[src/rtl/fifo_rd_stream_if.sv]
// FIFO pop side and valid/ready stream side of the read adapter, bundled as one interface.
// master = the adapter (pops the FIFO, drives the stream); slave = FIFO plus stream consumer.
interface fifo_rd_stream_if #(
  parameter int DW = 4
);
  logic          fifo_empty;
  logic [DW-1:0] fifo_dat;
  logic          fifo_ren;
  logic          m_valid;
  logic          m_ready;
  logic [DW-1:0] m_data;

  modport master (
    input  fifo_empty, fifo_dat, m_ready,
    output fifo_ren, m_valid, m_data
  );

  modport slave (
    output fifo_empty, fifo_dat, m_ready,
    input  fifo_ren, m_valid, m_data
  );
endinterface

[src/rtl/fifo_rd_stream.sv]
// Read-side adapter: turns a registered-data FIFO pop interface into a full-throughput valid/ready stream.
// Optional accepted-word counter (cnt_clr/rd_cnt) is built only when FIFO_RD_CNT_EN is defined.
module fifo_rd_stream #(
  parameter int DW = 4,
  parameter int CW = 16
) (
  input  logic            rclk,
  input  logic            rst_i,
`ifdef FIFO_RD_CNT_EN
  input  logic            cnt_clr,
  output logic [CW-1:0]   rd_cnt,
`endif
  fifo_rd_stream_if.master s
);

  logic [DW-1:0] buf0, buf1;
  logic [1:0]    occ;
  logic          infl;
  logic          pop;
  logic [1:0]    occ_pop;
  logic [1:0]    occ_nxt;
  logic          credit;

  assign pop     = (occ != 2'd0) & s.m_ready;
  assign occ_pop = occ - {1'b0, pop};
  assign occ_nxt = occ_pop + {1'b0, infl};
  // A new pop is allowed only if the word it returns will find a free slot.
  assign credit  = (occ_nxt < 2'd2);

  assign s.fifo_ren = ~rst_i & ~s.fifo_empty & credit;
  assign s.m_valid  = (occ != 2'd0);
  assign s.m_data   = buf0;

  // Buffer stage: shift on pop, then append the arriving word behind whatever remains.
  always_ff @(posedge rclk or posedge rst_i) begin
    if (rst_i) begin
      occ  <= 2'd0;
      infl <= 1'b0;
      buf0 <= '0;
      buf1 <= '0;
    end else begin
      infl <= s.fifo_ren;
      occ  <= occ_nxt;
      // Head only advances when a second entry exists, so an emptied buffer keeps m_data.
      if (pop && (occ == 2'd2))
        buf0 <= buf1;
      if (infl) begin
        if (occ_pop == 2'd0)
          buf0 <= s.fifo_dat;
        else
          buf1 <= s.fifo_dat;
      end
    end
  end

`ifdef FIFO_RD_CNT_EN
  always_ff @(posedge rclk or posedge rst_i) begin
    if (rst_i)
      rd_cnt <= '0;
    else if (cnt_clr)
      rd_cnt <= '0;
    else if (pop)
      rd_cnt <= rd_cnt + 1'b1;
  end
`endif

endmodule
[src/flat_wrapper.sv]
// flat-port wrapper written by rule: the top's interface ports become plain ports
module fifo_rd_stream_flat 
#(
  parameter int DW = 4,
  parameter int CW = 16
)
  (rclk, rst_i, s_fifo_empty, s_fifo_dat, s_m_ready, s_fifo_ren, s_m_valid, s_m_data);
  fifo_rd_stream_if #(.DW(DW)) s_i ();
  input  logic rclk;
  input  logic rst_i;
  input wire logic [$bits(s_i.fifo_empty)-1:0] s_fifo_empty;
  input wire logic [$bits(s_i.fifo_dat)-1:0] s_fifo_dat;
  input wire logic [$bits(s_i.m_ready)-1:0] s_m_ready;
  output wire logic [$bits(s_i.fifo_ren)-1:0] s_fifo_ren;
  output wire logic [$bits(s_i.m_valid)-1:0] s_m_valid;
  output wire logic [$bits(s_i.m_data)-1:0] s_m_data;
  assign s_i.fifo_empty = s_fifo_empty;
  assign s_i.fifo_dat = s_fifo_dat;
  assign s_i.m_ready = s_m_ready;
  assign s_fifo_ren = s_i.fifo_ren;
  assign s_m_valid = s_i.m_valid;
  assign s_m_data = s_i.m_data;
  fifo_rd_stream #(.DW(DW), .CW(CW)) u_core (.rclk(rclk), .rst_i(rst_i), .s(s_i));
endmodule
[config.mk]
export PLATFORM = sky130hd
export DESIGN_NAME = fifo_rd_stream_flat
export DESIGN_NICKNAME = d
export VERILOG_FILES = /design/src/rtl/fifo_rd_stream_if.sv /design/src/rtl/fifo_rd_stream.sv /design/src/flat_wrapper.sv
export SDC_FILE = /design/constraint.sdc
export NUM_CORES = 1
export LEC_CHECK = 0
export BUFFER_PORTS_ARGS = -buffer_cell sky130_fd_sc_hd__buf_2
export CELL_PAD_IN_SITES_DETAIL_PLACEMENT = 1
export CELL_PAD_IN_SITES_GLOBAL_PLACEMENT = 1
export CORE_MARGIN = 10
export CORE_UTILIZATION = 37
export DETAILED_ROUTE_END_ITERATION = 10
export PLACE_DENSITY_LB_ADDON = 0.1
export SLEW_MARGIN = 20
export SYNTH_ARGS = -nofsm -noshare
export SYNTH_HDL_FRONTEND = slang
export SYNTH_SLANG_ARGS = --single-unit
[constraint.sdc]
create_clock -name rclk -period 2.3 [get_ports rclk]
set_input_delay 0.345 -clock rclk [delete_from_list [all_inputs] [get_ports rclk]]
set_output_delay 0.345 -clock rclk [all_outputs]
set_load 0.01 [all_outputs]
==> run metrics, run 1 <==
status finished, violations left; failing checks setup timing; total CTS buffers 3; crit path kind reg -> out; dpl ws -0.0820 ns; Post-synth top flop dfrtp_1; WL met2 769 um; total wire length 1.27 mm; initial DRC count 1; Seq/Total Area, Yosys between 50 and 60%; Reg clk slew, reported paths roughly 0.060 ns; startpoint types flop; post-synth cell types 13; I/O Pins 14; worst path cell trace or2_4 > and2_4 > ha_4 > inv_4 > ha_4 > xnor2_4 > xnor2_2 > nor3_2 > buf_2; CP max-delay cell dfrtp_1; worst hold path class in -> async; clock buffer depth 2; CTS H-Tree Depth 1; Rel. slew slack about three quarters; Worst-Skew Late Latency roughly 0.27 ns; Worst-Margin Slew around 0.40 ns; top cells by count, synth 11 x dfrtp_1, 4 x a21oi_1, 4 x mux2_2, 4 x mux2i_1, 4 x nor2_1; # rows 13; nets@finish between 70 and 80; setup tns final -0.124 ns; gr ovfl total 0; post-synth top area share a little under three fifths; Placeable Area 0.00128 mm2; Setup WS post-layout -0.124 ns; initial antenna violation count 0; PD cells between 1500 and 2000 mW/mm2; Crit Path Max Fanout 2; Worst R2R Path Depth 8; Layout Skew 0.000332 ns; wire per inst 15.9 um; CP endpoint s_fifo_ren; Die Area 0.00321 mm2; vias between 300 and 400; Critical Path End Type primary output; Post-synth EDFFs 0; first drt pass iteration count 3; Hold Buf Count CTS 0; final slew viol count 0; worst r2r src u_core.occ[0]; post-route insts no fill 80; largest net degree at the start of global routing 12; VDD IR max around 700 uV; Final min period between 2 and 2.5 ns; cell with the most instances after synthesis dfrtp_1; fin crit share 105%; DRT met1 WL a little under 400 um; uppermost routed layer met4; Chip Height ~57 um; Leak Pwr between 0.3 and 0.4 nW; gr usage total between 8 and 9%; synth top area cells dfrtp_1 55%, mux2_2 9.0%, mux2i_1 8.0%; CP top delay family simple AND/OR/NAND/NOR gates; max_cap viols 0; Bufs and invs on worst path 2; share of cells above drive strength 1 between 60% and 70%; Mapped Area 498 um2; Cells after DPL between 60 and 70; FF-to-FF setup slack around 0.26 ns; CTS tree done; Initial Util 38.8%; Synth async-reset ratio 100%; DRC violation count after routing 0; fmax 413 MHz; Post-Syn Instances 40; Post-Syn Nets 50; RSZ-0062 raised after global routing yes; chip width around 57 um; first-pass GRT wire length 2.16 mm; CP arrival approximately 2.1 ns; GPL Wtd Cong 0.660; number of global-route vias before repair roughly 480; Filler cells ~140; root buffer cell clkbuf_4; FF+latch count, synth 11; CP most frequent cell ha_4; Synth-to-Final Area Change 47.0%; Ys Warns 0; reg2reg end u_core.buf1[1]; syn avg cell area 12.4 um2; Setup violations, final 1; CTS Sinks 11; port bufs 13; vias per inst between 4 and 5; Req. time, crit path 1.96 ns; Critical path origin u_core.occ[0]; final number of hold-violating endpoints 0; met3 WL post-DR about 81 um; Synth area leader dfrtp_1; delay of the slowest critical-path stage approximately 0.38 ns; Post-DP HPWL roughly 1000 um; Routed Antenna Nets 0; Diodes inserted 0; Crit. path cell count 9
[timing repair]
action	4_1_cts	5_1_grt
cloned	0	0
gates resized for setup	10	0
pin swaps	6	5
buffers inserted	4	3
endpoints found under the hold margin	0	0
setup endpoints to repair	1	1
[through the flow]
stage | hold WS [ns] | util (%) | total power [W] | area (um2)
6_report | 0.0707 | 57.0 | 0.00113 | 732
5_1_grt | 0.0993 | 57.0 | 0.00122 | 732
4_1_cts | 0.0850 | 55.2 | 0.00107 | 709
3_5_place_dp | 0.373 | 46.3 | 0.000752 | 594
3_3_place_gp | 0.355 | 46.3 | 0.000704 | 594
2_1_floorplan | 0.197 | - | 0.000604 | 503
[cell type report]
class                      instances  area, um2  share of cell area (%)
clock buffer                       4       26.3                    3.59
tap                               15       18.8                    2.56
sequential                        11        275                    37.6
timing repair buffer              21        125                    17.1
multi-input combinational         26        273                    37.3
inverter                           3       13.8                    1.88
[routing by layer]
metal  global-route usage, %  up-vias
li1                        -      187
met1                    7.69      189
met2                    16.6       10
met3                    2.92        3
met4                    3.09        0
met5                       0        -
[kinds of logic after synthesis]
kind of cell    Yosys count  share of synthesized area, %
flops                    11                          55.3
mux                       8                          17.1
compound gates            5                          5.78
xor+xnor                  2                          3.52
buf+inv                   3                          2.26
simple gates              9                          11.1
fa+ha+maj                 2                          5.02
[sequential cells by signal, indices dropped and copies added, names as in the netlist]
signal and count:
u_core.occ 2, u_core.infl 1, u_core.buf1 4, u_core.s.m_data 4
[how the worst min path moves through the flow]
stage	startpoint	endpoint	slack, ns	depth (start not counted)
after CTS	rst_i	u_core.buf1[1]	0.08	2
after detailed placement	rst_i	u_core.s.m_data[3]	0.37	2
after floorplan	rst_i	u_core.buf1[0]	0.20	1
after global placement	rst_i	u_core.infl	0.36	2
final	rst_i	u_core.s.m_data[3]	0.07	2
after global routing	rst_i	u_core.buf1[2]	0.1	2
[layout by cell type (no fill, tap or decap), types with 2 or more instances in the layout]
master | netlist | routed
buf_2 | 0 | 13
dfrtp_1 | 11 | 11
buf_4 | 0 | 8
mux2_2 | 4 | 4
mux2i_1 | 4 | 4
nor2_1 | 4 | 4
a21oi_1 | 4 | 4
clkbuf_4 | 0 | 3
nand3b_2 | 2 | 2
inv_1 | 3 | 2
ha_4 | 0 | 2
[power by group]
part | switching [W] | total, W | internal, W
Sequential | 0.0000565 | 0.000350 | 0.000294
Clock | 0.0000620 | 0.000129 | 0.0000672
Combinational | 0.000265 | 0.000646 | 0.000381
Total | 0.000383 | 0.00113 | 0.000742
[worst register-to-register path: cells and delay by family (launching register included)]
family	cells	cell delay (ns)
fa+ha+maj	1	0.28
simple gates	2	0.39
flops	1	0.38
compound gates	1	0.23
mux	1	0.37
buf+inv	3	0.29
Note: power is estimated with default switching activity, not from simulation.
==> run 2, diff against run 1 <==
- REMOVE_ABC_BUFFERS: default -> 1
==> run metrics, run 2 (same netlist as run 1, synthesis figures left out) <==
final number of hold-violating endpoints 0 (unchanged); port bufs 13 (unchanged); Routed Antenna Nets 0 (unchanged); dpl ws -0.0759 ns (+0.00604 ns); I/O Pins 14 (unchanged); Post-DP HPWL 956 um (-3.1%); P_sw 0.000390 W (+1.8%); Switching Fraction 35.4% (+1.3 points); Flop pwr share 31.7% (+0.6 points); Worst-Skew Late Latency 0.27 ns (about the same); Layout Skew 0.00344 ns (+0.00310 ns); Filler cells 143 (+0.70%); CTS Sinks 11 (unchanged); Leak Pwr 0.371 nW (-1.2%); max_cap viols 0 (unchanged); initial DRC count 0 (-1); RSZ-0062 raised after global routing yes; DRC violation count after routing 0 (unchanged); vias 384 (-1.3%); gr ovfl total 0 (unchanged); Setup violations, final 1 (unchanged); CTS tree done; number of global-route vias before repair 461 (-2.9%); PD cells 1520 mW/mm2 (-0.99%); wire per inst 17.6 um (+11%); Critical Path End Type primary output; total wire length 1.39 mm (+9.4%); most common cell after layout, fill and taps aside buf_2; CTS H-Tree Depth 1 (unchanged); Diodes inserted 0 (unchanged); Placeable Area 0.00128 mm2 (unchanged); Critical path origin u_core.occ[1]; gr usage total 8.81% (+0.31 points); VDD IR max 624 uV (-9.1%); nets@finish 75 (-1.3%); status finished, violations left; Initial Util 38.8% (unchanged); Rel. slew slack 72.1% (-1.1 points); share of cells above drive strength 1 59.4% (-0.62 points); Setup WS post-layout -0.202 ns (-0.0783 ns); Chip Height 56.7 um (unchanged); worst r2r src u_core.occ[1]; clock buffer depth 2 (unchanged); Cells after DPL 71 (+2.9%); final slew viol count 0 (unchanged); startpoint types flop; first drt pass iteration count 1 (-2); root buffer cell clkbuf_4; crit path kind reg -> out; initial antenna violation count 0 (unchanged); fin crit share 109% (+3.4 points); # rows 13 (unchanged); Crit Path Max Fanout 2 (unchanged); vias per inst 4.86 (about the same); first-pass GRT wire length 2.17 mm (+0.65%); worst hold path class in -> async; failing checks setup timing; largest net degree at the start of global routing 12 (unchanged); most frequent cells in the layout 13 x buf_2, 11 x dfrtp_1, 7 x buf_4; Synth-to-Final Area Change 45.5%; GPL Wtd Cong 0.653 (-1.1%); Final min period 2.50 ns (+0.0783 ns); Req. time, crit path 1.96 ns (about the same); fmax 400 MHz (-3.1%); Die Area 0.00321 mm2 (unchanged); Worst-Margin Slew 0.417 ns (+0.0162 ns); internal cell power 0.000712 W (-4.0%); CP arrival 2.16 ns (+0.08 ns); total CTS buffers 3 (unchanged); logic gate share of total power 56.0% (-1.4 points); part of the power in the clock network 12.3% (+0.8 points); Reg clk slew, reported paths 0.07 ns (about the same); chip width 56.7 um (unchanged); post-route insts no fill 79 (-1.3%)
## run 2: final timing paths
kind                             endpoint  slack, ns  depth (start not counted)
min in group rclk          u_core.buf1[2]       0.32                          2
max in group asynchronous  u_core.buf1[3]       1.94                          2
max reg2reg                u_core.buf1[3]       0.35                          7
min                        u_core.buf1[2]       0.07                          2
max                            s_fifo_ren      -0.20                          9
min reg2reg                u_core.buf1[1]       0.51                          1
## run 2: cell type report
| type | count | area [um2] | area share, % |
|---|---|---|---|
| inverter | 3 | 13.8 | 1.90 |
| timing repair buffer | 20 | 118 | 16.2 |
| sequential | 11 | 275 | 38.0 |
| tap | 15 | 18.8 | 2.59 |
| multi-input combinational | 26 | 273 | 37.7 |
| clock buffer | 4 | 26.3 | 3.63 |
## run 2: stage by stage
step / hold slack [ns] / power [W] / utilization [%] / TNS (ns) / instance area [um2]
after floorplan: 0.197 / 0.000600 / - / -0.0451 / 498
after global placement: 0.346 / 0.000736 / 47.0 / 0 / 604
after detailed placement: 0.366 / 0.000783 / 47.0 / -0.0759 / 604
after CTS: 0.0708 / 0.00101 / 52.8 / -0.247 / 678
after global routing: 0.0939 / 0.00119 / 56.4 / -0.304 / 724
final: 0.0709 / 0.00110 / 56.4 / -0.202 / 724
## run 2: worst max-delay path: stages, from the launching register on
cell,delay [ns]
dfrtp_1,0.39
or2_4,0.25
and2_4,0.14
ha_4,0.27
inv_4,0.04
ha_4,0.16
xnor2_4,0.13
xnor2_2,0.15
nor3_2,0.17
buf_2,0.18
## run 2: power groups by stage
stage                     combinational [W]  sequential (W)  clock (W)
after floorplan                    0.000234        0.000365          0
after global placement             0.000399        0.000338          0
after detailed placement           0.000435        0.000348          0
after CTS                          0.000526        0.000347   0.000137
after global routing               0.000677        0.000361   0.000155
final                              0.000618        0.000349   0.000136
## run 2: layer usage
layer / wire [um] / global-route usage, % / vias to the layer above
met5: 0 / 0 / -
met4: 31 / 7.56 / 0
met3: 67 / 2.70 / 3
met2: 758 / 14.1 / 10
met1: 529 / 9.07 / 188
li1: - / - / 183
## run 2: repair_timing
item	in CTS	in global routing
hold endpoints to repair	0	0
gates cloned	0	0
gates resized for setup	8	3
pin swaps	5	5
setup buffers	1	3
hold buffers	0	0
setup endpoints to repair	1	1
==> run 3, diff against run 2 <==
- GPL_TIMING_DRIVEN: default -> 1
- SETUP_SLACK_MARGIN: default -> 0.4
==> run metrics, run 3 (same netlist as run 1, synthesis figures left out) <==
part of the power in the clock network 11.5% (-0.8 points); Rel. slew slack 73.4% (+1.2 points); # rows 13 (unchanged); Post-DP HPWL 956 um (unchanged); most frequent cells in the layout 13 x buf_2, 11 x dfrtp_1, 5 x buf_4; gr usage total 9.03% (+0.22 points); Diodes inserted 0 (unchanged); DRC violation count after routing 0 (unchanged); P_sw 0.000410 W (+5.0%); most common cell after layout, fill and taps aside buf_2; Synth-to-Final Area Change 49.2%; initial DRC count 2 (+2); logic gate share of total power 57.9% (+1.9 points); worst r2r src u_core.occ[1]; port bufs 13 (unchanged); worst hold slack 0.0642 ns (-0.00672 ns); worst hold path class in -> async; number of global-route vias before repair 464 (+0.65%); Chip Height 56.7 um (unchanged); root buffer cell clkbuf_4; Layout Skew 0.00334 ns (-0.0000962 ns); first drt pass iteration count 2 (+1); vias per inst 5.05 (+3.9%); GPL Wtd Cong 0.653 (unchanged); Critical path origin u_core.occ[1]; Setup violations, final 1 (unchanged); Routed Antenna Nets 0 (unchanged); RSZ-0062 raised after global routing yes; I/O Pins 14 (unchanged); crit path kind reg -> out; PD cells 1560 mW/mm2 (+2.5%); internal cell power 0.000750 W (+5.3%); Leak Pwr 0.388 nW (+4.6%); Final min period 2.50 ns (-0.00204 ns); chip width 56.7 um (unchanged); status finished, violations left; Worst-Skew Late Latency 0.27 ns (about the same); VDD IR max 598 uV (-4.2%); CTS Sinks 11 (unchanged); nets@finish 74 (-1.3%); final number of hold-violating endpoints 0 (unchanged); Switching Fraction 35.3% (-0.068 points); CP arrival 2.16 ns (about the same); startpoint types flop; fin crit share 109% (about the same); CTS tree done; Reg clk slew, reported paths 0.07 ns (about the same); CTS H-Tree Depth 1 (unchanged); max_cap viols 0 (unchanged); Crit Path Max Fanout 2 (unchanged); Initial Util 38.8% (unchanged); multi-input logic area 295 um2 (+8.3%); vias 394 (+2.6%); clock buffer depth 2 (unchanged); CP endpoint s_fifo_ren; Critical Path End Type primary output; failing checks setup timing; Hold Buf Count CTS 0 (unchanged); Tot Pwr 0.00116 W (+5.2%); Req. time, crit path 1.96 ns (about the same); final slew viol count 0 (unchanged); share of cells above drive strength 1 58.7% (-0.64 points); gr ovfl total 0 (unchanged); wire per inst 18.2 um (+3.8%); Filler cells 142 (-0.70%); Flop pwr share 30.6% (-1.1 points); FF-to-FF setup slack 0.27 ns (-0.08 ns); fmax 400 MHz (about the same); FF+latch area 275 um2 (unchanged); first-pass GRT wire length 2.20 mm (+1.3%); largest net degree at the start of global routing 12 (unchanged); initial antenna violation count 0 (unchanged); Die Area 0.00321 mm2 (unchanged); Placeable Area 0.00128 mm2 (unchanged); reg2reg end u_core.buf1[2]; Worst R2R Path Depth 8 (+1); Worst-Margin Slew 0.399 ns (-0.0183 ns); total CTS buffers 3 (unchanged); total wire length 1.42 mm (+2.5%); Setup WS post-layout -0.200 ns (+0.00204 ns)
run 3: repair_timing:
| action | 4_1_cts | 5_1_grt |
|---|---|---|
| hold endpoints to repair | 0 | 0 |
| endpoints found under the setup margin | 6 | 6 |
| resized for setup | 9 | 8 |
| pin swaps | 5 | 6 |
| setup buffers | 1 | 2 |
run 3: worst min path at each step:
stage,to
after floorplan,u_core.buf1[0]
after global placement,u_core.infl
after detailed placement,u_core.infl
after CTS,u_core.s.m_data[3]
after global routing,u_core.buf1[0]
final,u_core.buf1[1]
run 3: power by group through the flow:
stage | Sequential (W) | Clock [W] | Combinational (W)
finish | 0.000355 | 0.000134 | 0.000672
global route | 0.000366 | 0.000154 | 0.000734
CTS | 0.000349 | 0.000137 | 0.000538
detailed placement | 0.000348 | 0 | 0.000435
global placement | 0.000338 | 0 | 0.000399
floorplan | 0.000365 | 0 | 0.000234
run 3: layout make-up:
class	count	area share, %
Inverter	3	1.85
Tap cell	15	2.53
Sequential cell	11	37.0
Multi-Input combinational cell	26	39.7
Timing Repair Buffer	19	15.3
Clock buffer	4	3.54
run 3: routing by layer:
layer  GRT usage (%)  routed length, um  vias up
met5               0                  0        -
met4            6.19                 28        0
met3            2.70                 57        3
met2            17.4                844       10
met1            7.55                490      198
li1                -                  -      183
run 3: stage by stage:
step	TNS, ns	utilization, %	cells	setup WS (ns)	instance area, um2
after floorplan	-0.0451	-	40	-0.0451	498
final	-0.200	57.8	78	-0.200	743
after detailed placement	-0.0759	47.0	71	-0.0759	604
after global placement	0	47.0	71	0.0257	604
after global routing	-0.288	57.8	78	-0.288	743
after CTS	-0.247	53.4	76	-0.247	686
run 3: critical path: stages (launching register included):
cell and delay [ns]:
dfrtp_1 0.39, or2_4 0.25, and2_4 0.14, ha_4 0.28
inv_4 0.04, ha_4 0.17, xnor2_4 0.13, xnor2_2 0.15
nor3_2 0.16, buf_2 0.18
